<file path="src/rtl/adc_avg_hold.sv">
// adc_avg_hold: averages 2^LOG2_N valid ADC samples and publishes the mean on a
// 16-bit bus for the 7-segment decoder, then ignores samples for HOLD_CYCLES
// clocks so the display does not flicker.
// Ports: clk, reset_n (sync, active-low), sample_in/sample_valid (ADC strobe),
//   freeze (suppress publish), out/out_valid (registered mean + one-cycle pulse),
//   busy (LATCH or HOLD: samples discarded).
// Optional: define ADC_AVG_HOLD_PEAK_EN to add peak_clr input and peak output
//   (running maximum of all averages, independent of freeze).
module adc_avg_hold #(
  parameter int ADC_W       = 12,
  parameter int LOG2_N      = 4,
  parameter int HOLD_CYCLES = 5000000
) (
  input  logic              clk,
  input  logic              reset_n,
  input  logic [ADC_W-1:0]  sample_in,
  input  logic              sample_valid,
  input  logic              freeze,
`ifdef ADC_AVG_HOLD_PEAK_EN
  input  logic              peak_clr,
  output logic [15:0]       peak,
`endif
  output logic [15:0]       out,
  output logic              out_valid,
  output logic              busy
);

  // Accumulator is wide enough for N full-scale samples, so it cannot overflow.
  localparam int AW = ADC_W + LOG2_N;

  // Timer only has to hold HOLD_CYCLES-1; keep at least one bit so the
  // HOLD_CYCLES=0 build still elaborates (the HOLD state is unreachable then).
  localparam int TW        = (HOLD_CYCLES > 2) ? $clog2(HOLD_CYCLES) : 1;
  localparam int HOLD_LOAD = (HOLD_CYCLES > 0) ? HOLD_CYCLES - 1 : 0;
  localparam logic [TW-1:0] TIMER_LOAD = TW'(HOLD_LOAD);

  typedef enum logic [1:0] {
    ACCUM = 2'd0,
    LATCH = 2'd1,
    HOLD  = 2'd2
  } state_t;

  state_t           state;
  state_t           state_nxt;
  logic [AW-1:0]    acc;
  logic [LOG2_N-1:0] cnt;
  logic [TW-1:0]    timer;
  logic [AW-1:0]    acc_shift;
  logic [15:0]      avg;
  logic [15:0]      avg_q;
  logic             pub_q;
  logic             last_sample;

  // The N-th sample is accepted when the counter is all ones.
  assign last_sample = (state == ACCUM) && sample_valid && (cnt == '1);

  // Truncating mean; upper bits of the shifted accumulator are always zero.
  assign acc_shift = acc >> LOG2_N;
  assign avg       = 16'(acc_shift);

  // ---------------------------------------------------------------------------
  // FSM
  // ---------------------------------------------------------------------------
  always_ff @(posedge clk) begin
    if (!reset_n) begin
      state <= ACCUM;
    end else begin
      state <= state_nxt;
    end
  end

  always_comb begin
    state_nxt = state;
    case (state)
      ACCUM: begin
        if (last_sample) begin
          state_nxt = LATCH;
        end
      end
      LATCH: begin
        state_nxt = (HOLD_CYCLES > 0) ? HOLD : ACCUM;
      end
      HOLD: begin
        if (timer == '0) begin
          state_nxt = ACCUM;
        end
      end
      default: begin
        state_nxt = ACCUM;
      end
    endcase
  end

  // ---------------------------------------------------------------------------
  // Accumulator and sample counter. Samples are only taken in ACCUM, so a
  // strobe during LATCH or HOLD is dropped and every average starts empty.
  // ---------------------------------------------------------------------------
  always_ff @(posedge clk) begin
    if (!reset_n) begin
      acc <= '0;
      cnt <= '0;
    end else begin
      case (state)
        ACCUM: begin
          if (sample_valid) begin
            acc <= acc + {{LOG2_N{1'b0}}, sample_in};
            cnt <= cnt + 1'b1;
          end
        end
        LATCH: begin
          acc <= '0;
          cnt <= '0;
        end
        default: begin
          acc <= acc;
          cnt <= cnt;
        end
      endcase
    end
  end

  // ---------------------------------------------------------------------------
  // Hold timer: loaded on LATCH, counts down to zero through HOLD, which
  // therefore lasts exactly HOLD_CYCLES clocks.
  // ---------------------------------------------------------------------------
  always_ff @(posedge clk) begin
    if (!reset_n) begin
      timer <= '0;
    end else if (state == LATCH) begin
      timer <= TIMER_LOAD;
    end else if ((state == HOLD) && (timer != '0)) begin
      timer <= timer - 1'b1;
    end
  end

  // ---------------------------------------------------------------------------
  // Publish pipeline. The mean and the freeze decision are captured on the
  // LATCH edge and applied to out one edge later, which places the out_valid
  // pulse on the second edge after the N-th sample was accepted.
  // ---------------------------------------------------------------------------
  always_ff @(posedge clk) begin
    if (!reset_n) begin
      avg_q <= '0;
      pub_q <= 1'b0;
    end else begin
      pub_q <= (state == LATCH) && !freeze;
      if (state == LATCH) begin
        avg_q <= avg;
      end
    end
  end

  always_ff @(posedge clk) begin
    if (!reset_n) begin
      out       <= '0;
      out_valid <= 1'b0;
      busy      <= 1'b0;
    end else begin
      if (pub_q) begin
        out <= avg_q;
      end
      out_valid <= pub_q;
      // Registered from the next state so busy lines up with LATCH/HOLD.
      busy      <= (state_nxt != ACCUM);
    end
  end

`ifdef ADC_AVG_HOLD_PEAK_EN
  // ---------------------------------------------------------------------------
  // Peak tracker. A clear coinciding with LATCH takes the new mean directly
  // (clear first, then compare against zero).
  // ---------------------------------------------------------------------------
  always_ff @(posedge clk) begin
    if (!reset_n) begin
      peak <= '0;
    end else if (state == LATCH) begin
      if (peak_clr || (avg > peak)) begin
        peak <= avg;
      end
    end else if (peak_clr) begin
      peak <= '0;
    end
  end
`endif

endmodule

</file>
<file path="config.mk">
export PLATFORM = sky130hd
export DESIGN_NAME = adc_avg_hold
export DESIGN_NICKNAME = d
export VERILOG_FILES = /design/src/rtl/adc_avg_hold.sv
export SDC_FILE = /design/constraint.sdc
export NUM_CORES = 1
export LEC_CHECK = 0
export CAP_MARGIN = 20
export CELL_PAD_IN_SITES_DETAIL_PLACEMENT = 0
export CELL_PAD_IN_SITES_GLOBAL_PLACEMENT = 1
export CORE_MARGIN = 10
export CORE_UTILIZATION = 45
export CTS_BUF_LIST = sky130_fd_sc_hd__clkbuf_4
export DETAILED_ROUTE_END_ITERATION = 12
export PLACE_DENSITY = 0.92
export RECOVER_POWER = 50
export SKIP_LAST_GASP = 1
export SYNTH_ARGS = -nofsm -noshare
export SYNTH_HDL_FRONTEND = slang
export SYNTH_SLANG_ARGS = --single-unit
</file>
<file path="constraint.sdc">
create_clock -name clk -period 2.87 [get_ports clk]
set_input_delay 0.574 -clock clk [delete_from_list [all_inputs] [get_ports clk]]
set_output_delay 0.574 -clock clk [all_outputs]
set_load 0.02 [all_outputs]
</file>
# Yosys cells after proc, flatten, opt, wreduce, memory -nomap -nowiden

Index checks and enable logic that the tools add are counted.

Register bits: 72
Input port bits: 16
Logic and storage cells: 40

$add $sub $neg: 3
Equality and inequality tests: 4
Muxes and demuxes: 9
Bitwise gates (word level): 1
Reductions and logical operators: 13

Operators by type and width:

| kind                                                                 | count |
|---|---|
| 23-bit two-way mux                                                   | 2 |
| 16-bit one-hot mux with 2 select lines                               | 1 |
| 23-bit logical NOT                                                   | 1 |
| 23-bit nonzero test                                                  | 1 |
| 23-bit by 1-bit subtractor with 23-bit output, second input constant | 1 |
| 16-bit by 12-bit adder with 16-bit output                            | 1 |
| 16-bit two-way mux                                                   | 1 |
| 4-bit one-hot mux with 2 select lines                                | 1 |
| 2-bit one-hot mux with 3 select lines                                | 1 |
| 2-bit nonzero test                                                   | 3 |
| 4-bit by 1-bit adder with 4-bit output, second input constant        | 1 |
| 4-bit == test, second input constant                                 | 1 |
| 1-bit logical AND                                                    | 4 |
| 2-bit two-way mux                                                    | 2 |
| 4-bit two-way mux                                                    | 1 |
| 2-bit by 1-bit == test with 1-bit output, second input constant      | 1 |
| 2-bit == test, second input constant                                 | 1 |
| 2-bit logical NOT                                                    | 1 |
| 2-bit inequality test, second input constant                         | 1 |
| 2-bit AND reduction                                                  | 1 |
| 2-bit OR reduction                                                   | 1 |
| 1-bit logical NOT                                                    | 1 |
| 1-bit NOT                                                            | 1 |

# Logic depth before layout (Yosys ltp)

Gate-level depths: netlist (run 1).

Depth after elaboration: 6
Depth in mapped cells: 10
Gate-level depth less buffers: 10

# Worst setup path before layout (run 1)

No wires, ideal clock.

Path type: input -> register
From: input port sample_in[0]
To: register acc[14]
Library setup time: 71 ps
Data arrival time: 2257 ps
Required time: 2799 ps
Setup slack: 542 ps
Stages on the path: 10
Cells stage by stage: ha_1 -> inv_1 -> fa_1 -> nor2b_1 -> o21a_1 -> o21ai_0 -> a21boi_0 -> o22ai_1 -> or3_1 -> a21oi_1

Longest elaborated chain between the ends: 3

Ends and longest elaborated chain:

| item                                      | RTL line | RTL |
|---|---|---|
| from (decl)                               | 16       | `input logic [ADC_W-1:0] sample_in,` |
| 16-bit by 12-bit adder with 16-bit output | 106      | `acc <= acc + {{LOG2_N{1'b0}}, sample_in};` |
| 16-bit two-way mux                        | 105      | `if (sample_valid) begin` |
| 16-bit one-hot mux with 2 select lines    | 103      | `case (state)` |
| to (signal assigned)                      | 106      |  |
| to (decl)                                 | 45       | `logic [AW-1:0] acc;` |

No other way between the ends. The select of a mux whose other input is x is not followed.
A chain may end at the register's enable or synchronous reset.

# Worst setup path after layout (run 1)

Same ends and word-level chain as after synthesis.

==> results by group, run 1 <==
STA
  – Final Slew Violations: 32
  – Tightest Pin Transition: 1.51 ns
  – Final Hold Fails: 0
  – Fmax: 399 MHz
  – RSZ-0062 raised after global routing: false
  – Final Skew: 0.0199 ns
  – Period utilization: 0.873
  – Crit path time final: 2.50 ns
  – Setup Viol. Count Final: 0
  – Rel. slew slack: -0.00647

Pwr
  – Pwr Density: 481 nW/um2
  – P_sw: 0.578 mW
  – Pwr Total: 1.92 mW
  – Combinational Power Share: 0.136
  – Total leakage power: 1.54 nW
  – Switching share of power: 0.302
  – VDD IR max: 0.000207 V
  – Clock power frac: 0.318
  – Register share of total power: 0.546
  – P_int: 1.34 mW

Clocking
  – Post-CTS sizing: 0
  – CTS H-tree lvls: 3
  – CTS tree: built
  – CTS sink count: 72
  – Clk_lat worst skew: 0.44 ns
  – Post-CTS Hold Buffers: 0
  – Post-CTS Repair Setup Buffers: 0
  – CTS clk-pin slew, worst paths: 0.14 ns
  – Total CTS buffers: 9
  – CTS Root Cell: clkbuf_4
  – Max Buffers Root-to-Sink: 2

Logic synthesis
  – Seq/Total Area, Yosys: 0.415
  – Synth unique cells: 58
  – Synth area leader: dfxtp_1
  – Syn Area/Cell: 8.78 um2
  – Syn Inst Count: 396
  – Share of the synthesized area in the top cell type: 0.415
  – Top FF cell, synth: dfxtp_1
  – Area contributors post-synth: dfxtp_1, nand2_1, ha_1
  – Ys async rst share: 0
  – Synthesized cell area: 3480 um2
  – Number of warnings issued by yosys: 0
  – Post-synth EDFFs: 0
  – Flops & latches, synth: 72

Status
  – Failing checks: capacitance limit, slew limit
  – Status: finished with violations

Cells and area
  – Fin cells: 531
  – Post-layout util: 0.541
  – Most frequent cells in the layout: dfxtp_1, nand2_1, nor2_1, a21oi_1, clkdlybuf4s50_1
  – Antenna diodes: 0
  – Share of cells above drive strength 1: 0.0972
  – Filler cell count: 715
  – P&R area growth vs syn: 14.6%
  – Most common cell after layout, fill and taps aside: dfxtp_1
  – Nets: 459
  – Final Cell Area: 3980 um2

Route
  – DR vias/cell: 5.23
  – Via count: 2,779
  – Routed Antenna Nets: 0
  – Iter 0 DRT Violations: 130
  – DRT Pass-1 Iters: 5
  – Wire length per cell: 13.8 um
  – # DRC: 0
  – Drt total wl: 7330 um

Critical path
  – CP startpoint kind: input port
  – Slowest stage delay, CP: 0.46 ns
  – WP data required: 3.23 ns
  – WP buf/inv: 2
  – Worst setup EP type: register
  – Crit path kind: in -> reg
  – FF-to-FF End: busy$_SDFF_PN0_
  – Crit path cell chain: clkdlybuf4s50_1 -> ha_1 -> inv_1 -> fa_1 -> nor2b_1 -> o21a_1 -> o21ai_0 -> a21boi_0 -> o22ai_1 -> or3_1 -> a21oi_1
  – Flop-to-flop setup slack: 0.37 ns
  – CP max-delay cell: clkdlybuf4s50_1
  – CP Max Fanout: 4
  – Cells on worst reg2reg path: 7
  – Arr. time, crit path: 2.86 ns
  – CP top delay family: compound AO/OA/AOI/OAI gates
  – Reg-to-Reg Start: timer[3]$_SDFFE_PN0P_

Global route
  – All-Layer GR Usage: 0.131
  – Antenna violations before repair: 0
  – Vias in the first global route: 2,712
  – Remaining global-route overflow: 0
  – First-pass GRT wire length: 12,600 um
  – Largest net degree at the start of global routing: 32

Place
  – Placed instance area: 3880 um2
  – Port buffer count: 29
  – RePlAce Congestion: 0.809
  – DP HPWL: 5330 um
  – Dpl cells: 515

Run
  – Max-Cap Viols: 1

Die
  – I/O pins: 34
  – Core Box Area: 7370 um2
  – Die width: 108 um
  – Initial Utilization: 0.472
  – Die area: 11,600 um2
  – Cell Rows: 31
  – Die Y: 108 um

Hold path
  – Worst hold stages: 2
  – Hold-critical path endpoint: avg_q[1]$_SDFFE_PN0P_
  – Worst Hold Launch: avg_q[1]$_SDFFE_PN0P_
  – Hold/Removal Path Class: reg -> reg
==> metal layers <==
layer / GRT usage / vias up / wire (um)
li1: - / 1440 / -
met5: 0 / - / 0
met1: 0.163 / 1281 / 3580
met3: 0.0365 / 6 / 327
met4: 0.0515 / 0 / 104
met2: 0.209 / 52 / 3310
==> power groups by stage <==
stage          sequential, mW  clock, mW  combinational (mW)
2_1_floorplan            1.06          0               0.191
3_3_place_gp             1.07          0               0.254
3_5_place_dp             1.07          0               0.259
4_1_cts                  1.05      0.621               0.261
5_1_grt                  1.05      0.666               0.294
6_report                 1.05      0.611               0.260
==> worst min-delay path, cell delays in order (launching register included) <==
cell and delay (ns):
dfxtp_1 0.34, nand2_1 0.05, a21oi_1 0.05
==> state kept, by name, summed over array words and instances, names as in the netlist <==
signal,count
busy,1
state,2
timer,23
avg_q,12
pub_q,1
out,12
cnt,4
out_valid,1
acc,16
==> Yosys cell counts (all sizes together) (2+ instances only) <==
cell    number
dfxtp       72
nand2       53
a21oi       36
nor2        36
nand3       17
ha          15
clkbuf      14
mux2i       13
xnor2       13
o21ai       12
xor2        12
a21boi      10
inv          9
nor3         9
buf          8
nand2b       6
nand4        6
and3         5
a21o         4
and2         4
nor4         4
or3          4
or4          4
a211o        2
a31oi        2
nand3b       2
nor2b        2
o21a         2
o31ai        2
==> final cells by class <==
cell class	count	area, um2	area share
timing repair buffer	39	358	0.0898
multi-input combinational	296	1900	0.476
clock inverter	7	61.3	0.0154
inverter	9	33.8	0.00848
sequential	72	1440	0.362
clock buffer	9	67.6	0.0170
tap	99	124	0.0311
==> kinds of logic (layout without fill, tap and decap cells) <==
family / count (synthesis) / count (layout) / share of synthesized area
AO/OA/AOI/OAI: 78 / 78 / 0.138
XOR/XNOR: 25 / 25 / 0.0630
AND/OR/NAND/NOR: 160 / 160 / 0.248
multiplexers: 13 / 13 / 0.0374
other: 1 / 4 / 0.00108
buffers and inverters: 31 / 64 / 0.0382
adder cells (fa/ha/maj): 16 / 16 / 0.0598
flip-flops: 72 / 72 / 0.415
==> worst max path at each step <==
stage                            start              endpoint  slack, ns  cells after the start
after global routing      sample_in[0]  acc[14]$_SDFFE_PN0P_       0.16                     11
final                     sample_in[0]  acc[14]$_SDFFE_PN0P_       0.37                     11
after CTS                 sample_in[0]  acc[14]$_SDFFE_PN0P_       0.37                     11
after floorplan           sample_in[0]  acc[14]$_SDFFE_PN0P_       0.54                     10
after detailed placement  sample_in[0]  acc[14]$_SDFFE_PN0P_      -0.08                     11
after global placement    sample_in[0]  acc[14]$_SDFFE_PN0P_     0.0007                     11
==> metrics by stage <==
stage               hold slack, ns  setup WS (ns)  TNS, ns
floorplan                    0.433          0.542        0
global placement             0.444       0.000704        0
detailed placement           0.448        -0.0798   -0.125
CTS                          0.466          0.367        0
global route                 0.492          0.162        0
finish                       0.465          0.365        0
Power figures use the tool's default switching activity.
==> run 2, diff against run 1 <==
--- a/config.mk
+++ b/config.mk
@@ -9,10 +9,10 @@
 export CELL_PAD_IN_SITES_DETAIL_PLACEMENT = 0
 export CELL_PAD_IN_SITES_GLOBAL_PLACEMENT = 1
 export CORE_MARGIN = 10
-export CORE_UTILIZATION = 45
+export CORE_UTILIZATION = 35
 export CTS_BUF_LIST = sky130_fd_sc_hd__clkbuf_4
 export DETAILED_ROUTE_END_ITERATION = 12
-export PLACE_DENSITY = 0.92
+export PLACE_DENSITY = 0.76
 export RECOVER_POWER = 50
 export SKIP_LAST_GASP = 1
 export SYNTH_ARGS = -nofsm -noshare
==> run 2 against run 1 <==
  * Critical path depth shrank 4
  * Cell count up 7.3%
  * First-iteration DRC count is 19% lower
  * Global-route usage shrank 2.3 points
  * Setup slack gained 0.047 ns
  * The flow now finishes without violations
==> results by group, run 2 (synthesis results as in run 1) <==
STA
  – Tightest Pin Transition: 0.905 ns (was 1.51 ns)
  – Fmax: 407 MHz (was 399 MHz)
  – RSZ-0062 raised after global routing: false (unchanged)
  – Setup TNS: 0 ns (unchanged)
  – Setup Viol. Count Final: 0 (unchanged)
  – Final Slew Violations: 0 (was 32)
  – Rel. slew slack: 0.397 (was -0.00647)
  – Final Hold Fails: 0 (unchanged)
  – Final Skew: 0.0180 ns (was 0.0199 ns)
  – Crit path time final: 2.46 ns (was 2.50 ns)
  – Period utilization: 0.856 (was 0.873)

Cells and area
  – Most common cell after layout, fill and taps aside: dfxtp_1 (unchanged)
  – Regs by FF count: timer x23, acc x16 (unchanged)
  – Nets: 463 (was 459)
  – Share of cells above drive strength 1: 0.103 (was 0.0972)
  – Most frequent cells in the layout: dfxtp_1, nand2_1, nor2_1, a21oi_1, clkdlybuf4s50_1 (unchanged)
  – Max FFs per register: 23 (unchanged)
  – Filler cell count: 999 (was 715)
  – Footprint of the multi-input gates: 1900 um2 (unchanged)
  – Fin cells: 570 (was 531)
  – P&R area growth vs syn: 18.4% (was 14.6%)
  – Most flops, register: timer (unchanged)
  – Reg area: 1440 um2 (unchanged)

Route
  – # DRC: 0 (unchanged)
  – Wire length per cell: 13.3 um (was 13.8 um)
  – Via count: 2,771 (was 2,779)
  – DRT Pass-1 Iters: 4 (was 5)
  – Drt total wl: 7560 um (was 7330 um)
  – Routed Antenna Nets: 0 (unchanged)
  – Iter 0 DRT Violations: 105 (was 130)
  – DR vias/cell: 4.86 (was 5.23)

Global route
  – First-pass GRT wire length: 13,000 um (was 12,600 um)
  – All-Layer GR Usage: 0.108 (was 0.131)
  – Remaining global-route overflow: 0 (unchanged)
  – Antenna violations before repair: 1 (was 0)
  – Largest net degree at the start of global routing: 21 (was 32)
  – Vias in the first global route: 2,760 (was 2,712)

Critical path
  – Arr. time, crit path: 2.77 ns (was 2.86 ns)
  – CP Max Fanout: 6 (was 4)
  – Slowest stage delay, CP: 0.58 ns (was 0.46 ns)
  – CP max-delay cell: or4_4 (was clkdlybuf4s50_1)
  – Worst setup EP type: register (unchanged)
  – WP data required: 3.18 ns (was 3.23 ns)
  – Reg-to-Reg Start: timer[3]$_SDFFE_PN0P_ (unchanged)
  – FF-to-FF End: timer[13]$_SDFFE_PP0P_ (was busy$_SDFF_PN0_)
  – Flop-to-flop setup slack: 0.41 ns (was 0.37 ns)
  – Crit path cell chain: or4_4 -> nor4_1 -> nand3_2 -> and3_4 -> and3b_1 -> xnor2_1 -> nor2_1 (was clkdlybuf4s50_1 -> ha_1 -> inv_1 -> fa_1 -> nor2b_1 -> o21a_1 -> o21ai_0 -> a21boi_0 -> o22ai_1 -> or3_1 -> a21oi_1)
  – CP startpoint kind: register (was input port)
  – Crit path kind: reg -> reg (was in -> reg)
  – Cells on worst reg2reg path: 7 (unchanged)

Die
  – Core Box Area: 9730 um2 (was 7370 um2)
  – Initial Utilization: 0.357 (was 0.472)
  – Die width: 120 um (was 108 um)
  – Die area: 14,300 um2 (was 11,600 um2)
  – Cell Rows: 36 (was 31)
  – I/O pins: 34 (unchanged)
  – Die Y: 120 um (was 108 um)

Place
  – Port buffer count: 29 (unchanged)
  – RePlAce Congestion: 0.797 (was 0.809)
  – Dpl cells: 553 (was 515)
  – DP HPWL: 5420 um (was 5330 um)

Run
  – Max-Cap Viols: 0 (was 1)

Clocking
  – Post-CTS sizing: 0 (unchanged)
  – CTS clk-pin slew, worst paths: 0.12 ns (was 0.14 ns)
  – Max Buffers Root-to-Sink: 2 (unchanged)
  – Clk_lat worst skew: 0.43 ns (was 0.44 ns)
  – CTS H-tree lvls: 3 (unchanged)
  – CTS tree: built (unchanged)
  – Total CTS buffers: 9 (unchanged)
  – Post-CTS Repair Setup Buffers: 0 (unchanged)
  – Post-CTS Hold Buffers: 0 (unchanged)
  – CTS Root Cell: clkbuf_4 (unchanged)
  – CTS sink count: 72 (unchanged)

Pwr
  – VDD IR max: 0.000214 V (was 0.000207 V)
  – Total leakage power: 1.58 nW (was 1.54 nW)
  – Pwr Density: 519 nW/um2 (was 481 nW/um2)

Hold path
  – Worst hold stages: 2 (unchanged)
  – Hold/Removal Path Class: reg -> reg (unchanged)
  – Worst Hold Launch: avg_q[2]$_SDFFE_PN0P_ (was avg_q[1]$_SDFFE_PN0P_)
  – Hold-critical path endpoint: avg_q[2]$_SDFFE_PN0P_ (was avg_q[1]$_SDFFE_PN0P_)

Status
  – Status: finished clean (was finished with violations)
==> run 2: cell count changes in the layout (fill, tap and decap cells not counted) <==
| cell | previous run | this run |
|---|---|---|
| inv_6 | 4 | 0 |
| buf_4 | 8 | 11 |
| bufinv_16 | 0 | 3 |
| clkinv_4 | 0 | 2 |
| clkbuf_1 | 2 | 3 |
| clkdlybuf4s50_1 | 22 | 21 |
| clkinv_2 | 0 | 1 |
| clkinvlp_4 | 2 | 1 |
| diode_2 | 0 | 1 |
| dlygate4sd3_1 | 7 | 8 |
| inv_8 | 1 | 0 |
==> run 2: through the flow <==
stage          hold slack (ns)  power (mW)  worst slack, ns   util  area, um2
2_1_floorplan            0.433        1.25            0.542      -       3490
3_3_place_gp             0.444        1.33           0.0229  0.406       3950
3_5_place_dp             0.450        1.34          -0.0387  0.406       3950
4_1_cts                  0.467        2.17            0.409  0.425       4140
5_1_grt                  0.490        2.24            0.180  0.423       4110
6_report                 0.466        2.14            0.413  0.423       4110
==> run 2: layout make-up <==
type | count | area share
clock buffer | 9 | 0.0164
clock inverter | 7 | 0.0292
antenna | 1 | 0.000608
sequential | 72 | 0.350
multi-input combinational | 296 | 0.461
tap | 133 | 0.0405
timing repair buffer | 43 | 0.0934
inverter | 9 | 0.00821
==> run 2: how the worst max path moves through the flow <==
stage	start	endpoint	slack [ns]	depth (start not counted)
2_1_floorplan	sample_in[0]	acc[14]$_SDFFE_PN0P_	0.54	10
3_3_place_gp	sample_in[0]	acc[14]$_SDFFE_PN0P_	0.02	11
3_5_place_dp	sample_in[0]	acc[14]$_SDFFE_PN0P_	-0.04	11
4_1_cts	sample_in[0]	acc[14]$_SDFFE_PN0P_	0.41	11
5_1_grt	timer[3]$_SDFFE_PN0P_	timer[13]$_SDFFE_PP0P_	0.18	7
6_report	timer[3]$_SDFFE_PN0P_	timer[13]$_SDFFE_PP0P_	0.41	7
==> run 2: routing by layer <==
layer / up-vias / GRT usage / share of wire
li1: 1441 / - / -
met1: 1267 / 0.142 / 0.50
met2: 52 / 0.166 / 0.43
met3: 11 / 0.0248 / 0.049
met4: 0 / 0.0475 / 0.018
met5: - / 0 / 0
==> run 2: report_power, final <==
group	switching [mW]	internal, mW	leakage [nW]
clock network	0.380	0.442	0.0961
registers	0.0207	1.02	0.582
logic	0.143	0.127	0.906
total	0.543	1.59	1.58
==> run 2: critical path, delay by kind of cell, from the launching register on <==
family                    cells  cell delay [ns]
and+or+nand+nor               6             1.85
DFF                           1             0.37
xor gates and xnor gates      1             0.13
==> run 3, diff against run 2 <==
--- a/config.mk
+++ b/config.mk
@@ -12,6 +12,8 @@
 export CORE_UTILIZATION = 35
 export CTS_BUF_LIST = sky130_fd_sc_hd__clkbuf_4
 export DETAILED_ROUTE_END_ITERATION = 12
+export GPL_ROUTABILITY_DRIVEN = 0
+export GPL_TIMING_DRIVEN = 0
 export PLACE_DENSITY = 0.76
 export RECOVER_POWER = 50
 export SKIP_LAST_GASP = 1
==> run 3 against run 2 <==
  * Global-route usage is 0.46 points higher
  * Register-to-register slack worse by 0.07 ns
  * First-iteration DRC count is 16% higher
  * Sequential power hardly changed
  * Critical path depth is 4 higher
  * Die area stayed put
  * Combinational power is 4% lower
  * Utilization hardly changed
  * Via count is 1.6% higher
  * Sequential cell count stayed put
  * Highest routed layer unchanged
==> results by group, run 3 (synthesis results as in run 1) <==
Status
  – Status: finished clean (unchanged)

STA
  – Crit path time final: 2.67 ns (was 2.46 ns)
  – Final Skew: 0.0245 ns (was 0.0180 ns)
  – Fmax: 375 MHz (was 407 MHz)
  – Final Hold Fails: 0 (unchanged)
  – Final Slew Violations: 0 (unchanged)
  – Tightest Pin Transition: 0.669 ns (was 0.905 ns)
  – RSZ-0062 raised after global routing: false (unchanged)
  – Min Hold Slack: 0.463 ns (was 0.466 ns)
  – Setup Viol. Count Final: 0 (unchanged)
  – Period utilization: 0.929 (was 0.856)
  – Rel. slew slack: 0.547 (was 0.397)

Clocking
  – CTS Root Cell: clkbuf_4 (unchanged)
  – Post-CTS Repair Setup Buffers: 0 (unchanged)
  – Clk_lat worst skew: 0.45 ns (was 0.43 ns)
  – CTS tree: built (unchanged)
  – Total CTS buffers: 9 (unchanged)
  – CTS sink count: 72 (unchanged)
  – CTS H-tree lvls: 3 (unchanged)
  – Max Buffers Root-to-Sink: 2 (unchanged)
  – Post-CTS sizing: 0 (unchanged)
  – CTS clk-pin slew, worst paths: 0.12 ns (about the same)
  – Post-CTS Hold Buffers: 0 (unchanged)

Cells and area
  – Share of cells above drive strength 1: 0.0811 (was 0.103)
  – Most flops, register: timer (unchanged)
  – Regs by FF count: timer x23, acc x16 (unchanged)
  – Nets: 471 (was 463)
  – P&R area growth vs syn: 18.4% (about the same)
  – Most common cell after layout, fill and taps aside: dfxtp_1 (unchanged)
  – Most frequent cells in the layout: dfxtp_1, nand2_1, nor2_1, a21oi_1, clkbuf_1 (was dfxtp_1, nand2_1, nor2_1, a21oi_1, clkdlybuf4s50_1)
  – Final Cell Area: 4120 um2 (was 4110 um2)
  – Max FFs per register: 23 (unchanged)
  – Filler cell count: 1,008 (was 999)

Critical path
  – Arr. time, crit path: 3.03 ns (was 2.77 ns)
  – CP Max Fanout: 4 (was 6)
  – Crit path cell chain: clkdlybuf4s50_1 -> ha_1 -> inv_1 -> fa_1 -> nor2b_1 -> o21a_1 -> o21ai_0 -> a21boi_0 -> o22ai_1 -> or3_1 -> a21oi_1 (was or4_4 -> nor4_1 -> nand3_2 -> and3_4 -> and3b_1 -> xnor2_1 -> nor2_1)
  – Setup crit end: acc[14]$_SDFFE_PN0P_ (was timer[13]$_SDFFE_PP0P_)
  – Flop-to-flop setup slack: 0.34 ns (was 0.41 ns)
  – CP startpoint kind: input port (was register)
  – WP data required: 3.23 ns (was 3.18 ns)
  – Slowest stage delay, CP: 0.47 ns (was 0.58 ns)
  – CP max-delay cell: clkdlybuf4s50_1 (was or4_4)
  – Reg-to-Reg Start: timer[11]$_SDFFE_PN0P_ (was timer[3]$_SDFFE_PN0P_)
  – Crit path kind: in -> reg (was reg -> reg)
  – FF-to-FF End: timer[13]$_SDFFE_PP0P_ (unchanged)
  – Crit. Startpoint: sample_in[0] (was timer[3]$_SDFFE_PN0P_)
  – Worst setup EP type: register (unchanged)
  – Cells on worst reg2reg path: 7 (unchanged)

Global route
  – Met1 Usage GRT: 0.146 (was 0.142)
  – All-Layer GR Usage: 0.113 (was 0.108)
  – Remaining global-route overflow: 0 (unchanged)
  – Antenna violations before repair: 1 (unchanged)
  – Largest net degree at the start of global routing: 14 (was 21)
  – Top Usage Layer GRT: met2 (unchanged)
  – Global-route track usage on met2: 0.172 (was 0.166)
  – First-pass GRT wire length: 13,300 um (was 13,000 um)
  – GR Util met3: 0.0272 (was 0.0248)
  – Vias in the first global route: 2,744 (was 2,760)

Place
  – Placed instance area: 3940 um2 (was 3950 um2)
  – DP HPWL: 5870 um (was 5420 um)
  – Port buffer count: 29 (unchanged)

Route
  – Iter 0 DRT Violations: 122 (was 105)
  – DRT Pass-1 Iters: 4 (unchanged)
  – DR vias/cell: 4.87 (was 4.86)
  – Via count: 2,814 (was 2,771)
  – Routed Antenna Nets: 0 (unchanged)
  – Drt total wl: 8070 um (was 7560 um)
  – Wire length per cell: 14.0 um (was 13.3 um)
  – # DRC: 0 (unchanged)

Pwr
  – Combinational Power Share: 0.122 (was 0.126)
  – P_int: 1.58 mW (was 1.59 mW)
  – Switching share of power: 0.258 (was 0.254)
  – Total leakage power: 1.60 nW (was 1.58 nW)
  – Pwr Density: 518 nW/um2 (was 519 nW/um2)
  – P_sw: 0.549 mW (was 0.543 mW)
  – Clock power frac: 0.387 (was 0.385)
  – Register share of total power: 0.490 (was 0.489)
  – Pwr Total: 2.13 mW (was 2.14 mW)
  – VDD IR max: 0.000225 V (was 0.000214 V)

Run
  – Max-Cap Viols: 0 (unchanged)

Die
  – Die area: 14,300 um2 (unchanged)
  – Die width: 120 um (unchanged)
  – Die Y: 120 um (unchanged)
  – Core Box Area: 9730 um2 (unchanged)
  – I/O pins: 34 (unchanged)
  – Cell Rows: 36 (unchanged)
  – Initial Utilization: 0.357 (unchanged)

Hold path
  – Hold/Removal Path Class: reg -> reg (unchanged)
  – Worst Hold Launch: avg_q[0]$_SDFFE_PN0P_ (was avg_q[2]$_SDFFE_PN0P_)
[run 3: cell count changes in the layout (fill, tap and decap cells not counted), sizes merged]
cell / delta
buf: -7
clkbuf: +15
clkdlybuf4s50: -7
dlygate4sd3: +7
[run 3: stage by stage]
| stage | cells | util | setup TNS, ns | worst slack [ns] |
|---|---|---|---|---|
| 6_report | 578 | 0.423 | 0 | 0.203 |
| 5_1_grt | 578 | 0.423 | 0 | 0.0162 |
| 4_1_cts | 577 | 0.425 | 0 | 0.179 |
| 3_5_place_dp | 561 | 0.405 | -0.559 | -0.276 |
| 3_3_place_gp | 561 | 0.405 | -0.451 | -0.241 |
| 2_1_floorplan | 399 | - | 0 | 0.542 |
[run 3: area by class of cell]
class / instances / area, um2 / share of cell area
antenna: 1 / 2.50 / 0.000608
buffer: 22 / 97.6 / 0.0237
clock buffer: 9 / 67.6 / 0.0164
clock inverter: 7 / 120 / 0.0292
inverter: 9 / 33.8 / 0.00821
multi-input combinational: 296 / 1900 / 0.461
sequential: 72 / 1440 / 0.350
tap: 133 / 166 / 0.0404
timing repair buffer: 29 / 290 / 0.0705
[run 3: worst min path at each step]
| stage | to | slack [ns] | depth (start not counted) |
|---|---|---|---|
| floorplan | state[0]$_SDFF_PN0_ | 0.43 | 2 |
| global placement | avg_q[0]$_SDFFE_PN0P_ | 0.44 | 2 |
| detailed placement | avg_q[1]$_SDFFE_PN0P_ | 0.45 | 2 |
| CTS | avg_q[1]$_SDFFE_PN0P_ | 0.47 | 2 |
| global route | avg_q[3]$_SDFFE_PN0P_ | 0.49 | 2 |
| finish | avg_q[0]$_SDFFE_PN0P_ | 0.46 | 2 |
[run 3: critical path: cells and delay by family]
kind,cells,cell delay (ns)
adder cells (fa/ha/maj),2,0.56
AND/OR/NAND/NOR,2,0.49
buffers and inverters,2,0.52
AO/OA/AOI/OAI,5,0.87
[run 3: metal layers]
layer	vias up	wire, um
li1	1458	-
met1	1302	3950
met2	47	3650
met3	7	355
met4	0	110
met5	-	0
[run 3: power groups by stage]
stage	Clock (mW)	Combinational, mW	Sequential (mW)
final	0.826	0.260	1.04
after global routing	0.890	0.290	1.05
after CTS	0.850	0.259	1.05
after detailed placement	0	0.257	1.07
after global placement	0	0.254	1.07
after floorplan	0	0.191	1.06
